<file path="src/rtl/spi_rxc.sv">
`default_nettype none
// ============================================================================
//  Module   : spi_rxc
//  Brief    : SPI receive controller. Samples shift_in on sclk_rx, assembles
//             8/16/32-bit frames MSB- or LSB-first, counts data frames per
//             block and checks an optional trailing CRC frame.
//  Revision : 1.0 - initial release
// ============================================================================
module spi_rxc #(
    parameter int TNUM_W = 13
) (
    input  logic              sclk_rx,
    input  logic              spi_rx_rst,
    input  logic              shift_in,
    input  logic              rx_en,
    input  logic [1:0]        df,
    input  logic              lsbf,
    input  logic              crc_en,
    input  logic              rxonly,
    input  logic [TNUM_W-1:0] spi_rnum_max,
    input  logic [31:0]       crc_poly,
    output logic [31:0]       rx_data,
    output logic              rx_valid,
    output logic              rx_crc_frame,
    output logic              rx_num_max_en,
    output logic [31:0]       rx_crc_data_out,
    output logic              crc_err
);

    typedef enum logic [0:0] {
        ST_DATA = 1'b0,
        ST_CRC  = 1'b1
    } state_t;

    state_t              state_q, state_d;
    logic [5:0]          bit_cnt_q, bit_cnt_d;
    logic [31:0]         sh_q, sh_d;
    logic [TNUM_W-1:0]   frame_cnt_q, frame_cnt_d;
    logic [31:0]         crc_q, crc_d;
    logic [31:0]         rx_data_q, rx_data_d;
    logic                rx_valid_q, rx_valid_d;
    logic                rx_crc_frame_q, rx_crc_frame_d;
    logic                crc_err_q, crc_err_d;

    logic [5:0]          w_last_bit;
    logic [31:0]         w_mask;
    logic [31:0]         w_sh_base;
    logic [31:0]         w_sh_next;
    logic [31:0]         w_word;
    logic                w_frame_done;
    logic                w_fb;
    logic [31:0]         w_crc_step;
    logic [TNUM_W-1:0]   w_max_eff;
    logic                w_last_frame;
    logic                w_unused_rxonly;

    // rxonly is a status bit for software and plays no part in reception
    assign w_unused_rxonly = rxonly;

    // Frame width decode: index of the last bit and the word mask
    always_comb begin
        w_last_bit = 6'd7;
        w_mask     = 32'h0000_00FF;
        case (df)
            2'b01:   begin w_last_bit = 6'd15; w_mask = 32'h0000_FFFF; end
            2'b10:   begin w_last_bit = 6'd31; w_mask = 32'hFFFF_FFFF; end
            default: begin w_last_bit = 6'd7;  w_mask = 32'h0000_00FF; end
        endcase
    end

    // Shift-register update for the bit sampled this edge; LSB-first frames
    // start from a cleared register so stale bits never leak into the word
    always_comb begin
        w_sh_base = (bit_cnt_q == 6'd0) ? 32'd0 : sh_q;
        w_sh_next = {sh_q[30:0], shift_in};
        if (lsbf) begin
            w_sh_next                 = w_sh_base;
            w_sh_next[bit_cnt_q[4:0]] = shift_in;
        end
    end

    assign w_word       = w_sh_next & w_mask;
    assign w_frame_done = rx_en && (bit_cnt_q == w_last_bit);

    // Serial CRC: feedback from the top bit of the active width
    assign w_fb       = crc_q[w_last_bit[4:0]] ^ shift_in;
    assign w_crc_step = ({crc_q[30:0], 1'b0} ^ (w_fb ? crc_poly : 32'd0)) & w_mask;

    // A block size of 0 behaves as 1
    assign w_max_eff    = (spi_rnum_max == '0) ? TNUM_W'(1) : spi_rnum_max;
    assign w_last_frame = (frame_cnt_q == (w_max_eff - TNUM_W'(1)));

    // Next-state logic: bit/frame counting, assembly, CRC and DATA/CRC FSM
    always_comb begin
        state_d        = state_q;
        bit_cnt_d      = bit_cnt_q;
        sh_d           = sh_q;
        frame_cnt_d    = frame_cnt_q;
        crc_d          = crc_q;
        rx_data_d      = rx_data_q;
        rx_valid_d     = 1'b0;
        rx_crc_frame_d = 1'b0;
        crc_err_d      = crc_err_q;

        if (!rx_en) begin
            // Chip select inactive: any partial frame is dropped
            bit_cnt_d = 6'd0;
            sh_d      = 32'd0;
        end else begin
            sh_d      = w_sh_next;
            bit_cnt_d = w_frame_done ? 6'd0 : (bit_cnt_q + 6'd1);
            case (state_q)
                ST_DATA: begin
                    crc_d = w_crc_step;
                    if (w_frame_done) begin
                        rx_data_d  = w_word;
                        rx_valid_d = 1'b1;
                        if (w_last_frame) begin
                            frame_cnt_d = '0;
                            if (crc_en) begin
                                state_d = ST_CRC;
                            end else begin
                                crc_d = 32'd0;
                            end
                        end else begin
                            frame_cnt_d = frame_cnt_q + TNUM_W'(1);
                        end
                    end
                end
                ST_CRC: begin
                    // CRC register is frozen while the check frame arrives
                    if (w_frame_done) begin
                        rx_crc_frame_d = 1'b1;
                        if (w_word != crc_q) begin
                            crc_err_d = 1'b1;
                        end
                        crc_d   = 32'd0;
                        state_d = ST_DATA;
                    end
                end
                default: state_d = ST_DATA;
            endcase
        end
    end

    // State and datapath registers
    always_ff @(posedge sclk_rx or posedge spi_rx_rst) begin
        if (spi_rx_rst) begin
            state_q        <= ST_DATA;
            bit_cnt_q      <= 6'd0;
            sh_q           <= 32'd0;
            frame_cnt_q    <= '0;
            crc_q          <= 32'd0;
            rx_data_q      <= 32'd0;
            rx_valid_q     <= 1'b0;
            rx_crc_frame_q <= 1'b0;
            crc_err_q      <= 1'b0;
        end else begin
            state_q        <= state_d;
            bit_cnt_q      <= bit_cnt_d;
            sh_q           <= sh_d;
            frame_cnt_q    <= frame_cnt_d;
            crc_q          <= crc_d;
            rx_data_q      <= rx_data_d;
            rx_valid_q     <= rx_valid_d;
            rx_crc_frame_q <= rx_crc_frame_d;
            crc_err_q      <= crc_err_d;
        end
    end

    assign rx_data         = rx_data_q;
    assign rx_valid        = rx_valid_q;
    assign rx_crc_frame    = rx_crc_frame_q;
    assign rx_crc_data_out = crc_q;
    assign crc_err         = crc_err_q;
    assign rx_num_max_en   = (state_q == ST_DATA) && w_last_frame;

endmodule
`default_nettype wire

</file>
<file path="config.mk">
export PLATFORM = sky130hd
export DESIGN_NAME = spi_rxc
export DESIGN_NICKNAME = d
export VERILOG_FILES = /design/src/rtl/spi_rxc.sv
export SDC_FILE = /design/constraint.sdc
export NUM_CORES = 1
export LEC_CHECK = 0
export BUFFER_PORTS_ARGS = -buffer_cell sky130_fd_sc_hd__buf_2
export CORE_AREA = 2 2 120 134
export DETAILED_ROUTE_END_ITERATION = 10
export DIE_AREA = 0 0 122 136
export MAX_ROUTING_LAYER = met4
export PLACE_DENSITY = 0.71
export SKIP_LAST_GASP = 1
export SLEW_MARGIN = 20
export SYNTH_ARGS = -nofsm -noshare
export SYNTH_HDL_FRONTEND = slang
export SYNTH_SLANG_ARGS = --single-unit
</file>
<file path="constraint.sdc">
create_clock -name sclk_rx -period 4.8 [get_ports sclk_rx]
set_clock_uncertainty 0.15 [all_clocks]
set_input_delay 0.48 -clock sclk_rx [delete_from_list [all_inputs] [get_ports sclk_rx]]
set_output_delay 0.48 -clock sclk_rx [all_outputs]
set_load 0.02 [all_outputs]
</file>
### After elaboration in Yosys (flattened, before gate mapping)

Index checks and enable logic that the tools add are counted.
W data, S select, Z words.

* add/subtract/negate cells: 3
* mux-type cells: 30
* shift-type cells: 0
* multipliers: 0
* div/mod/pow operators: 0
* reductions and logical operators: 8
* order comparisons: 3
* eq/ne operators: 6
* bitwise operators: 5

Operator list (number)
* $mux W32: 8
* $pmux W32 S2: 2
* $and A32 B32 Y32: 2
* $bwmux W32: 1
* $ne A32 B32 Y1: 1
* $xor A32 B32 Y32: 1
* $mux W13: 2
* $add A13 B1 Y13 const B: 1
* $eq A13 B13 Y1: 1
* $logic_not A13 Y1: 1
* $sub A13 B1 Y13 const B: 1
* $lt A5 B6 Y1 const B: 2
* $mux W6: 2
* $mux W1: 11
* $pmux W5 S2: 1
* $add A6 B1 Y6 const B: 1
* $eq A6 B6 Y1: 1
* $logic_not A6 Y1: 1
* $bmux W1 S5: 1
* $demux W1 S5: 1
* $ge A5 B1 Y1 const B: 1
* $reduce_and A4 Y1: 1
* $logic_and A1 B1 Y1: 3
* $reduce_and A3 Y1: 1
* 7 further kinds: 7

* word-level logic and storage cells: 64
* bits in writable memories: 0
* output and inout port bits: 68
* memories: 0
* flip-flop bits (word level): 119
* input bits: 54
* bits in latches: 0
* ROM bits: 0

### Longest topological paths before layout

Gate-level depths: netlist of the first run.

* depth in word-level cells: 12
* mapped depth: 15
* gate-level depth less buffers: 12

### Worst setup path before layout of the first run

OpenSTA, ideal clock, no wires.

* path kind: input to output
* start: in spi_rnum_max[8]
* end: out rx_num_max_en
* data required time: 4.170 ns
* slack: 0.793 ns
* arrival: 3.377 ns
* buffers on the path: 2
* stages: 12
* path through: clkbuf_1 -> or4_1 -> clkbuf_1 -> nor3_1 -> a21oi_1 -> ha_1 -> or3b_2 -> or3_1 -> xnor2_1 -> o2111ai_1 -> or4_1 -> nor2_1

* cells in the longest elaborated chain, start to end: 5

Ends and longest elaborated chain
* start: declaration: RTL line 20 `input logic [TNUM_W-1:0] spi_rnum_max,`
* $logic_not A13 Y1: RTL line 90 `assign w_max_eff = (spi_rnum_max == '0) ? TNUM_W'(1) : spi_rnum_max;`
* $mux W13 *: RTL line 90
* $sub A13 B1 Y13 *: RTL line 91 `assign w_last_frame = (frame_cnt_q == (w_max_eff - TNUM_W'(1)));`
* $eq A13 B13 Y1 *: RTL line 91
* $logic_and A1 B1 Y1 *: RTL line 176 `assign rx_num_max_en = (state_q == ST_DATA) && w_last_frame;`
* end: declaration: RTL line 25 `output logic rx_num_max_en,`

Mark *: on every way between the ends. The rest lies on a longest branch, timed or not.

### Final worst setup path of the first run

Ends and elaborated chain as after synthesis.

==> flow_summary.ini, run 1 <==
[grt]
grt_max_degree = 66
grt_pass1_vias = 6743
grt_overflow = 0
grt_pass1_wl_um = 38000
antenna_found_initial = 0
gr-usage-all-layers_pct = 31.0

[final_layout]
area_growth_pct = 17.8
finalNetCount = 1046
n_antenna_cell = 0
drive_above_1_share_pct = 20.2

[pwr]
power.density_nw_per_um2 = 371
power.leakage_uw = 0.00402
ir_drop_v = 0.000251

[clock_network]
cts_buffer_depth = 2
cts_resized = 0
worstSkewPairLatency_ns = 0.43
clk_pin_slew_ns = 0.06
numCtsBuffers = 17
htreeDepth = 4
tritoncts = yes
holdBufCountCts = 1
post_cts_buffers = 0
cts-root-buf = clkbuf_16
numClockSinks = 119

[yosys]
netlist_area_um2 = 7520
async_reset_ff_share_pct = 100
seq_area_frac_synth_pct = 39.6
synth_flop_cell = dfrtp_1
synth_cells = 883
yosysWarnings = 0
synth_top_area_share_pct = 39.6
syn_avg_cell_area_um2 = 8.51
synth_edf_count = 0
yosysTopAreaCell = dfrtp_1
synth_area_leaders = dfrtp_1 (40%), nand2_1 (7.4%), o21ai_0 (4.8%)
synth.distinct_cells = 88
ys_ff_latch = 119
syn_nets = 944

[floorplan]
die_area_um2 = 16600
num_io_pins = 122
die_w_um = 122
fp-row-count = 48
initial_core_util_pct = 49.1
fp.dieH_um = 136
core_um2 = 15300

[sta]
fin_crit_ns = 4.08
final_max_slew_viol_count = 0
worst_hold_slack_ns = 0.150
hold_violations = 0
final.setup.tns_ns = 0
worst_pin_slew_ns = 0.756
maxSlewHeadroom_pct = 49.6
rsz0062_at_grt = no
post-route-period-util_pct = 84.9
fmax_mhz = 245
final-setup-viol-count = 0

[critical_path]
cp-end-kind = output pin
crit_type = input port to output pin
start_kind = input port
cp.arrival_ns = 3.45
timing.critical_path.required_ns = 4.17
path_max_fanout = 7

[placement]
post-dp-hpwl_um = 17700
portBuffers = 120
gp_congestion = 1.02

[route]
final_antenna_net_count = 0
routedWlPerCell_um = 20.3
vias = 7215
post-route-drc-count = 0
routed_wl_um = 24400
drt_first_pass_iters = 7
drtIter0Drc = 724
avgViaCountPerCell = 6.02

[run]
drv_cap = 0

[worst_hold_path]
hold_path_class = input port to flop

[status]
outcome = completed
==> state kept, by name, summed over array words and instances, names as in the netlist <==
signal	flops
bit_cnt_q	6
frame_cnt_q	13
rx_crc_data_out	32
crc_err	1
rx_data	32
sh_q	32
state_q	1
rx_valid	1
rx_crc_frame	1
==> critical path: stages <==
cell	delay, ns
buf_2	0.15
or4_1	0.64
nor3_1	0.29
a21oi_1	0.12
ha_1	0.25
or3b_2	0.21
or3_1	0.11
xnor2_1	0.14
o2111ai_1	0.18
or4_1	0.60
nor2_1	0.12
buf_2	0.17
==> placed cells by master (no fill, tap or decap), types with 13 or more instances in the layout <==
| master | instances |
|---|---|
| clkbuf_16 | 17 |
| nor2_1 | 66 |
| a22o_1 | 14 |
| nand2b_1 | 14 |
| and2_1 | 20 |
| dfrtp_1 | 119 |
| nor2b_1 | 15 |
| a21oi_1 | 30 |
| buf_2 | 120 |
| nand3_1 | 18 |
| xnor2_1 | 38 |
| nor3_1 | 15 |
| inv_1 | 24 |
| o21ai_0 | 72 |
| nand4_1 | 13 |
| buf_4 | 18 |
| nand2_1 | 148 |
| xor2_1 | 29 |
==> worst paths after layout <==
path	from	to	cells after the start	slack (ns)
worst max-delay path	spi_rnum_max[8]	rx_num_max_en	12	0.72
worst min register to register	rx_data[4]	rx_data[4]	2	0.32
min in group asynchronous	spi_rx_rst	rx_data[2]	3	0.40
worst min-delay path	crc_poly[0]	rx_crc_data_out[0]	2	0.15
max in group asynchronous	spi_rx_rst	sh_q[18]	4	3.13
worst max register to register	bit_cnt_q[0]	crc_err	10	0.75
==> synthesized netlist by cell type (12+ instances only) <==
master    instances
nand2b_1         15
and2_1           20
nor2b_1          15
clkbuf_1         41
xor2_1           29
xnor2_1          39
a21oi_1          30
o21ai_0          72
nor2_1           66
a31oi_1          12
inv_1            25
a22o_1           14
nor3_1           15
nand3_1          18
dfrtp_1         119
nand2_1         149
nand4_1          13
==> layer usage <==
metal / part of all wire [%] / up-vias / global-route usage, %
li1: - / 3346 / -
met1: 42 / 3452 / 41.1
met2: 48 / 356 / 47.9
met3: 7.2 / 61 / 5.37
met4: 3.2 / 0 / 11.0
met5: 0 / - / -
==> cell type report <==
type | count | area (µm²)
clock buffers | 18 | 439
repair buffers | 139 | 746
well taps | 200 | 250
flip-flops and latches | 119 | 2980
fillers | 1440 | 6460
multi-input cells | 680 | 4210
inverters | 28 | 108
clock inverters | 14 | 126
==> kinds of logic after synthesis <==
kind of cell / Yosys count / share of synthesized area [%]
mux: 10 / 1.63
simple gates: 373 / 24.9
fa+ha+maj: 7 / 1.16
flops: 119 / 39.6
compound gates: 222 / 20.2
buf+inv: 84 / 4.54
xor+xnor: 68 / 7.92
==> through the flow <==
| stage | utilization [%] | instances | area [µm²] | total power [µW] | setup WS, ns |
|---|---|---|---|---|---|
| finish | 57.8 | 1198 | 8860 | 3290 | 0.723 |
| detailed placement | 54.1 | 1165 | 8280 | 2070 | 0.665 |
| global placement | 54.1 | 1165 | 8280 | 2060 | 0.738 |
| global route | 57.8 | 1198 | 8860 | 3420 | 0.484 |
| CTS | 57.8 | 1198 | 8860 | 3280 | 0.712 |
| floorplan | - | 883 | 7520 | 1790 | 0.793 |
==> report_power, final <==
| part | switching, µW | leakage [µW] | internal [µW] |
|---|---|---|---|
| Combinational | 482 | 0.00214 | 336 |
| Sequential | 170 | 0.00161 | 1080 |
| Clock | 492 | 0.000265 | 726 |
| Total | 1140 | 0.00402 | 2140 |
Note: power is estimated with default switching activity, not from simulation.
==> run 2: changes to the inputs <==
Clock period 4.8 ns to 4 ns, I/O delays scaled along.
==> run 2 against run 1 <==
Effect of this change: highest routed layer unchanged; die area unchanged; worst hold slack worse by 0.11 ns; non-clock buffer count grew 40; routed wire length up 6.3%.
==> flow_summary.ini, run 2 (synthesized netlist as in run 1, its figures left out) <==
[status]
outcome = completed

[critical_path]
r2r_end = crc_err
path_max_fanout = 8
crit_end = crc_err
crit_type = flop to flop
crit_start = bit_cnt_q[0]
timing.critical_path.required_ns = 4.16
ff2ff_path_depth = 10
cp-end-kind = flop
reg2reg_from = bit_cnt_q[0]
cp.arrival_ns = 3.94
start_kind = flop
worst-r2r-setup-slack_ns = 0.22

[floorplan]
initial_core_util_pct = 49.1
die_area_um2 = 16600
fp.dieH_um = 136
fp-row-count = 48
core_um2 = 15300
die_w_um = 122
num_io_pins = 122

[sta]
final.setup.tns_ns = 0
fmax_mhz = 264
fin_crit_ns = 3.78
worst_pin_slew_ns = 0.973
post-route-period-util_pct = 94.6
final-setup-viol-count = 0
worst_hold_slack_ns = 0.0357
maxSlewHeadroom_pct = 35.1
rsz0062_at_grt = no
hold_violations = 0
final_max_slew_viol_count = 0

[final_layout]
finalNetCount = 1086
area_growth_pct = 22.5
regArea_um2 = 2980
drive_above_1_share_pct = 23.4
final_area_um2 = 9210
nFillCells = 1358
n_antenna_cell = 0
final_cell_mix = nand2_1 (149), buf_2 (120), dfrtp_1 (119)
multiInputGateArea_um2 = 4210
final_common_cell = nand2_1

[pwr]
switchingPower_uw = 1430
clkPwrFrac_pct = 38.9
ir_drop_v = 0.000320
swShare_pct = 34.4
power.density_nw_per_um2 = 451
internal-power_uw = 2730
p_seq_share_pct = 36.0
power_frac_comb_pct = 25.1
power.leakage_uw = 0.00425

[run]
drv_cap = 0

[placement]
portBuffers = 120
dpl_cell_area_um2 = 8590
gp_congestion = 1.09
post-dp-hpwl_um = 19200

[route]
final_antenna_net_count = 0
routedWlPerCell_um = 20.9
drt_first_pass_iters = 6
drtIter0Drc = 902
post-route-drc-count = 0
routed_wl_um = 25900
avgViaCountPerCell = 6.08
vias = 7524

[clock_network]
worstSkewPairLatency_ns = 0.43
numClockSinks = 119
cts_buffer_depth = 2
tritoncts = yes
clk_pin_slew_ns = 0.06
htreeDepth = 4
cts-root-buf = clkbuf_16
numCtsBuffers = 17

[worst_hold_path]
hold_path_class = input port to asynchronous set/reset pin

[grt]
grt_pass1_wl_um = 39800
antenna_found_initial = 0
grt_pass1_vias = 7101
gr-usage-all-layers_pct = 32.7
grt_max_degree = 78
grt_overflow = 0
run 2: changes by cell type in the layout (fill, tap and decap cells not counted), sizes merged:
cell         change
clkinvlp         -2
inv              +4
clkinv           -3
dlygate4sd3      -1
buf             +41
clkbuf           -1
bufinv           +2
run 2: how the worst min path moves through the flow:
stage                             from                  to  slack [ns]  cells past startpoint
after floorplan           bit_cnt_q[0]        bit_cnt_q[0]        0.33                      1
after global placement     rx_data[30]         rx_data[30]        0.30                      2
after detailed placement   rx_data[30]         rx_data[30]        0.31                      2
after CTS                  crc_poly[0]  rx_crc_data_out[0]        0.05                      2
after global routing       crc_poly[0]  rx_crc_data_out[0]        0.06                      2
final                       spi_rx_rst         rx_data[21]        0.04                      2
run 2: metrics by stage:
step	total power, µW	setup slack, ns	util [%]	cells
finish	4160	0.216	60.1	1238
global route	4310	0.0467	60.1	1238
CTS	4150	0.174	60.1	1238
detailed placement	2530	0.0147	56.1	1206
global placement	2520	0.165	56.1	1206
floorplan	2140	0.153	-	883
run 2: power groups by stage:
stage | clock network, µW | registers, µW | logic (µW)
finish | 1620 | 1500 | 1050
global route | 1680 | 1500 | 1130
CTS | 1630 | 1480 | 1030
detailed placement | 0 | 1500 | 1030
global placement | 0 | 1500 | 1020
floorplan | 0 | 1520 | 628
run 2: critical path, cell delays in order (launching register included):
cell and delay [ns]:
dfrtp_1 0.42, inv_1 0.10, ha_1 0.19, or3b_1 0.57
o211ai_1 0.39, or2_2 0.18, a21oi_1 0.06, or4_1 0.53
or3_1 0.38, or3_1 0.38, o32a_1 0.33
run 2: layer usage:
metal / track usage [%] / part of all wire [%] / routed length [µm] / vias up
li1: - / - / - / 3424
met1: 41.7 / 41 / 10500 / 3643
met5: - / 0 / 0 / -
met3: 5.91 / 8.4 / 2170 / 72
met2: 51.2 / 48 / 12300 / 385
met4: 13.9 / 3.4 / 886 / 0
run 2: cell type report:
type	instances	share of cell area, %
inverters	28	1.17
clock inverters	15	2.09
repair buffers	179	11.3
well taps	200	2.72
clock buffers	17	4.62
flip-flops and latches	119	32.3
multi-input cells	680	45.7
run 2: what timing repair did:
| action | 4_1_cts | 5_1_grt |
|---|---|---|
| buffers inserted | 0 | 0 |
| endpoints found under the hold margin | 0 | 0 |
| hold buffers | 0 | 0 |
| setup endpoints to repair | 0 | 1 |
| resized for setup | 0 | 1 |
